<file path="src/rtl/hazard_scoreboard.sv">
// Tracks destination writes in flight past decode. It stalls D on use-before-ready,
// selects forwarding sources, and counts the cycles the mult/div unit is busy.
module hazard_scoreboard #(
  parameter int DEPTH    = 3,
  parameter int AW       = 5,
  parameter int TW       = 2,
  parameter int MULT_LAT = 5,
  parameter int DIV_LAT  = 10,
  localparam int FW      = $clog2(DEPTH + 1)
) (
  input  logic          clk,
  input  logic          reset,
  input  logic [TW-1:0] tuse_rs_d,
  input  logic [TW-1:0] tuse_rt_d,
  input  logic [TW-1:0] tnew_d,
  input  logic [AW-1:0] rs_d,
  input  logic [AW-1:0] rt_d,
  input  logic [AW-1:0] dst_d,
  input  logic          uses_md_d,
  input  logic          md_start,
  input  logic          md_is_div,
  input  logic          flush,
  output logic          stall,
  output logic [FW-1:0] fwd_rs_sel,
  output logic [FW-1:0] fwd_rt_sel,
  output logic          md_busy
);

  localparam int MAX_LAT = (DIV_LAT > MULT_LAT) ? DIV_LAT : MULT_LAT;
  localparam int CW      = $clog2(MAX_LAT + 1);

  typedef struct packed {
    logic          stall;
    logic [FW-1:0] sel;
  } lookup_t;

  logic [DEPTH-1:0]         ent_valid_q, ent_valid_d;
  logic [DEPTH-1:0][AW-1:0] ent_addr_q, ent_addr_d;
  logic [DEPTH-1:0][TW-1:0] ent_tnew_q, ent_tnew_d;
  logic [CW-1:0]            md_cnt_q, md_cnt_d;

  lookup_t rs_res, rt_res;
  logic    stall_md;

  function automatic logic [TW-1:0] dec_sat(input logic [TW-1:0] t);
    return (t == '0) ? '0 : t - TW'(1);
  endfunction

  // Scanning from oldest to youngest lets the youngest match overwrite older ones.
  function automatic lookup_t lookup(
    input logic [AW-1:0]              op,
    input logic [TW-1:0]              tuse,
    input logic [DEPTH-1:0]           v,
    input logic [DEPTH-1:0][AW-1:0]   a,
    input logic [DEPTH-1:0][TW-1:0]   t
  );
    lookup_t       res;
    logic          hit;
    logic          used;
    logic [TW-1:0] t_hit;
    logic [FW-1:0] idx;
    hit   = 1'b0;
    t_hit = '0;
    idx   = '0;
    for (int k = DEPTH - 1; k >= 0; k--) begin
      if (v[k] && (a[k] == op) && (op != '0)) begin
        hit   = 1'b1;
        t_hit = t[k];
        idx   = FW'(k + 1);
      end
    end
    used      = (tuse != {TW{1'b1}});
    res.stall = used && hit && (t_hit > tuse);
    res.sel   = (used && hit && (t_hit == '0)) ? idx : '0;
    return res;
  endfunction

  assign rs_res = lookup(rs_d, tuse_rs_d, ent_valid_q, ent_addr_q, ent_tnew_q);
  assign rt_res = lookup(rt_d, tuse_rt_d, ent_valid_q, ent_addr_q, ent_tnew_q);

  assign md_busy    = (md_cnt_q != '0);
  assign stall_md   = uses_md_d & (md_busy | md_start);
  assign stall      = rs_res.stall | rt_res.stall | stall_md;
  assign fwd_rs_sel = rs_res.sel;
  assign fwd_rt_sel = rt_res.sel;

  // Flush leaves every entry at its zero default, beating both the shift and the new load.
  always_comb begin
    ent_valid_d = '0;
    ent_addr_d  = '0;
    ent_tnew_d  = '0;
    if (!flush) begin
      for (int k = 1; k < DEPTH; k++) begin
        ent_valid_d[k] = ent_valid_q[k-1];
        ent_addr_d[k]  = ent_addr_q[k-1];
        ent_tnew_d[k]  = dec_sat(ent_tnew_q[k-1]);
      end
      if (!stall) begin
        ent_valid_d[0] = (dst_d != '0);
        ent_addr_d[0]  = dst_d;
        ent_tnew_d[0]  = dec_sat(tnew_d);
      end
    end
  end

  always_comb begin
    md_cnt_d = md_cnt_q;
    if (md_start) begin
      md_cnt_d = md_is_div ? CW'(DIV_LAT) : CW'(MULT_LAT);
    end else if (md_cnt_q != '0) begin
      md_cnt_d = md_cnt_q - CW'(1);
    end
  end

  always_ff @(posedge clk or posedge reset) begin
    if (reset) begin
      ent_valid_q <= '0;
      ent_addr_q  <= '0;
      ent_tnew_q  <= '0;
      md_cnt_q    <= '0;
    end else begin
      ent_valid_q <= ent_valid_d;
      ent_addr_q  <= ent_addr_d;
      ent_tnew_q  <= ent_tnew_d;
      md_cnt_q    <= md_cnt_d;
    end
  end

endmodule

</file>
<file path="config.mk">
export PLATFORM = sky130hd
export DESIGN_NAME = hazard_scoreboard
export DESIGN_NICKNAME = d
export VERILOG_FILES = /design/src/rtl/hazard_scoreboard.sv
export SDC_FILE = /design/constraint.sdc
export NUM_CORES = 1
export LEC_CHECK = 0
export CORE_AREA = 2 2 60 62
export CTS_CLUSTER_DIAMETER = 40
export CTS_CLUSTER_SIZE = 16
export DETAILED_ROUTE_END_ITERATION = 16
export DIE_AREA = 0 0 62 64
export PLACE_DENSITY = 0.83
export SLEW_MARGIN = 20
export SYNTH_ARGS = -nofsm -noshare
export SYNTH_HDL_FRONTEND = slang
export SYNTH_SLANG_ARGS = --single-unit
</file>
<file path="constraint.sdc">
create_clock -name clk -period 6.5 [get_ports clk]
set_input_delay 1.3 -clock clk [delete_from_list [all_inputs] [get_ports clk]]
set_output_delay 1.3 -clock clk [all_outputs]
set_load 0.02 [all_outputs]
</file>
==> run_results.csv <==
group,metric,value,unit
clock_network,root_buffer,"clkbuf_4",
setup_path,slowest_stage,"clkdlybuf4s50_1",
grt,grtUsageTotal,24.6,%
placed_design,numPortBuffers,32,
grt,grt_pass1_vias,1666,
final_layout,nets,259,
final_layout,final_core_util,69.5,%
sta,report.final.setup_viol,0,
yosys,synth_top_area_share,38.6,%
yosys,yosys.area.top_type,"dfrtp_1",
final_layout,drive_gt1_share,8.44,%
setup_path,crit_path_start_kind,"input port",
grt,grt_pass1_wl,7.43,mm
placed_design,place_congestion,0.906,
setup_path,path_class,"input port to primary output",
sta,clock.fmax,158,MHz
yosys,ys.flop_type,"dfrtp_1",
clock_network,clk_pin_slew_worst_paths,0.15,ns
setup_path,endpoint_kind,"primary output",
routing,via_count,1613,
placed_design,dp_cells,267,
power_and_ir_drop,intPower,0.000291,W
sta,setup_tns,0,ns
clock_network,ctsHtreeMaxLevel,1,
final_layout,nFillCells,252,
setup_path,worstPathArrival,5.03,ns
yosys,yosysWarningCount,0,
yosys,synth_nets,220,
yosys,ys_ff_latch,28,
sta,slew_violations,0,
sta,worstMarginPinSlew,0.992,ns
floorplanning,io_pins,33,
setup_path,cp_max_fo,5,
grt,overflow,0,
routing,ant_nets,0,
grt,grt_max_degree,29,
power_and_ir_drop,p_switching,0.000106,W
yosys,yosysSeqAreaShare,38.6,%
sta,rsz0062_at_grt,"false",
floorplanning,die_area,3970,sq um
sta,hold_viol_final,0,
floorplanning,die-height,64,microns
floorplanning,die_w,62,microns
routing,wire_per_inst,16.2,microns
yosys,ys_types,41,
routing,wl,4.38,mm
final_layout,diodes,0,
sta,period_minus_slack,6.33,ns
power_and_ir_drop,pwr-share-comb,22.2,%
clock_network,cts_setup_buffers,0,
power_and_ir_drop,ir_drop,0.146,mV
floorplanning,rows,21,
setup_path,cp_num_buf_inv,2,
power_and_ir_drop,p_seq_share,48.7,%
routing,initialDrtViolationCount,76,
run,maxCapViolCount,0,
yosys,synthTopCellsByArea,"dfrtp_1 39%, xnor2_1 7.2%, xor2_1 6.8%",
setup_path,crit_chain,"clkdlybuf4s50_1 > nor4_1 > a211oi_1 > and2_1 > o311ai_2 > and2_1 > ha_1 > and2_1 > o31a_1 > a41oi_2 > or2_2 > clkdlybuf4s50_1",
yosys,netlist_instances,187,
yosys,netlist_area,1810,sq um
final_layout,area_growth,25.8,%
clock_network,clkLatencyLatePin,0.33,ns
clock_network,cts_tree,"built",
grt,antenna_found_initial,0,
routing,viasPerCell,5.95,
setup_path,cp_common_cell,"and2_1",
power_and_ir_drop,power.share.clock,29.1,%
power_and_ir_drop,p_leak,0.933,nW
sta,finalCritPeriodShare,97.4,%
yosys,synth.top_cells.by_count,"28 x dfrtp_1, 15 x xnor2_1, 14 x xor2_1",
floorplanning,coreArea,3280,sq um
power_and_ir_drop,pwr_density_cell,174,nW/um^2
final_layout,instances_no_fill,271,
sta,slew_headroom,33.4,%
setup_path,slowest_delay,0.59,ns
floorplanning,start_util,55.2,%
yosys,synth_edf_count,0,
yosys,yosysMostFrequentCell,"dfrtp_1",
clock_network,cts.sinks,28,
clock_network,cts_max_path_buffers,2,
setup_path,cp.required,5.20,ns
routing,drt_pre_antenna_iters,5,
yosys,postSynth.asyncResetShare,100,%
setup_path,cpLargestDelayFamily,"simple AND/OR/NAND/NOR gates",
yosys,avgSynthCellArea,9.70,sq um
outcome,status,"finished clean",
sta,whs,0.517,ns
placed_design,dpl.hpwl,3.34,mm
routing,drc,0,
power_and_ir_drop,sw_frac_of_total,26.7,%
min_path,hold_path_class,"flop to flop",
sta,fin_skew,0.00133,ns
clock_network,cts_buffers,3,
timing repair:
item,in CTS,in global routing
gates resized for setup,0,2
setup endpoints to repair,0,1
endpoints found under the hold margin,0,0
hold buffers,0,0
cells in the final DEF (no fill, tap or decap), drive strengths merged, types with 5 or more instances in the layout:
cell / count
xnor2: 15
nand4: 5
nor2b: 12
nor4b: 6
nor3: 6
xor2: 14
clkdlybuf4s50: 32
nand2b: 5
ha: 6
dfrtp: 28
nand2: 10
o21ai: 5
inv: 12
and2: 6
nor4: 7
area by class of cell:
type / instances / area [sq um] / area share, %
Timing Repair Buffer: 36 / 350 / 15.4
Tap cell: 46 / 57.6 / 2.52
Inverter: 13 / 48.8 / 2.14
Multi-Input combinational cell: 144 / 1070 / 47.0
Clock inverter: 1 / 30.0 / 1.32
Sequential cell: 28 / 701 / 30.7
Clock buffer: 3 / 22.5 / 0.987
power by group through the flow:
stage	logic (W)	registers (W)	clock network, W
detailed placement	0.0000863	0.000197	0
global placement	0.0000816	0.000196	0
finish	0.0000883	0.000193	0.000116
floorplan	0.0000511	0.000194	0
CTS	0.0000872	0.000193	0.000116
global route	0.0000965	0.000195	0.000123
worst reg2reg max path: stages, from the launching register on:
cell	delay (ns)
dfrtp_1	0.43
or2_2	0.30
o21a_1	0.18
or3_1	0.43
o311ai_0	0.43
buf_4	0.21
nand2_1	0.07
ha_1	0.29
a21oi_1	0.19
o21ai_0	0.14
a31oi_1	0.24
buf_4	0.20
nor4b_1	0.06
cells by family after synthesis:
logic type | after synthesis | share of synthesized area, %
muxes | 1 | 0.552
buffers and inverters | 15 | 3.10
AOI/OAI and AO/OA | 26 | 11.9
xor gates and xnor gates | 29 | 14.0
adders and majority gates | 6 | 4.14
and+or+nand+nor | 82 | 27.7
DFF | 28 | 38.6
sequential cells by signal (all words and copies together) (netlist names):
| name | flops |
|---|---|
| ent_addr_q | 15 |
| ent_tnew_q | 6 |
| md_cnt_q | 4 |
| ent_valid_q | 3 |
metrics by stage:
step / worst slack [ns] / total power (W) / area (sq um)
3_3_place_gp: 0.344 / 0.000277 / 2210
5_1_grt: 0.0233 / 0.000414 / 2280
4_1_cts: 0.0495 / 0.000397 / 2270
6_report: 0.171 / 0.000397 / 2280
3_5_place_dp: 0.108 / 0.000283 / 2210
2_1_floorplan: 1.35 / 0.000245 / 1810
path summary, 6_finish.rpt:
| path | endpoint | cells after the start | slack (ns) | from |
|---|---|---|---|---|
| setup / recovery | stall | 12 | 0.17 | rs_d[1] |
| hold / removal | ent_tnew_q[2] | 1 | 0.52 | ent_tnew_q[0] |
| setup reg to reg | ent_addr_q[4] | 12 | 3.19 | ent_addr_q[11] |
| hold reg to reg | ent_tnew_q[2] | 1 | 0.52 | ent_tnew_q[0] |
| max in group asynchronous | ent_addr_q[14] | 2 | 4.68 | reset |
| min in group asynchronous | ent_addr_q[10] | 2 | 1.37 | reset |
routing by layer:
layer | part of all wire [%] | wire, microns | GRT usage (%) | vias to the layer above
met3 | 5.9 | 258 | 2.63 | 34
met5 | 0 | 0 | 0 | -
met2 | 49 | 2160 | 41.4 | 93
li1 | - | - | - | 746
met4 | 5.5 | 242 | 10.4 | 0
met1 | 39 | 1730 | 30.9 | 740
Power figures use the tool's default switching activity.
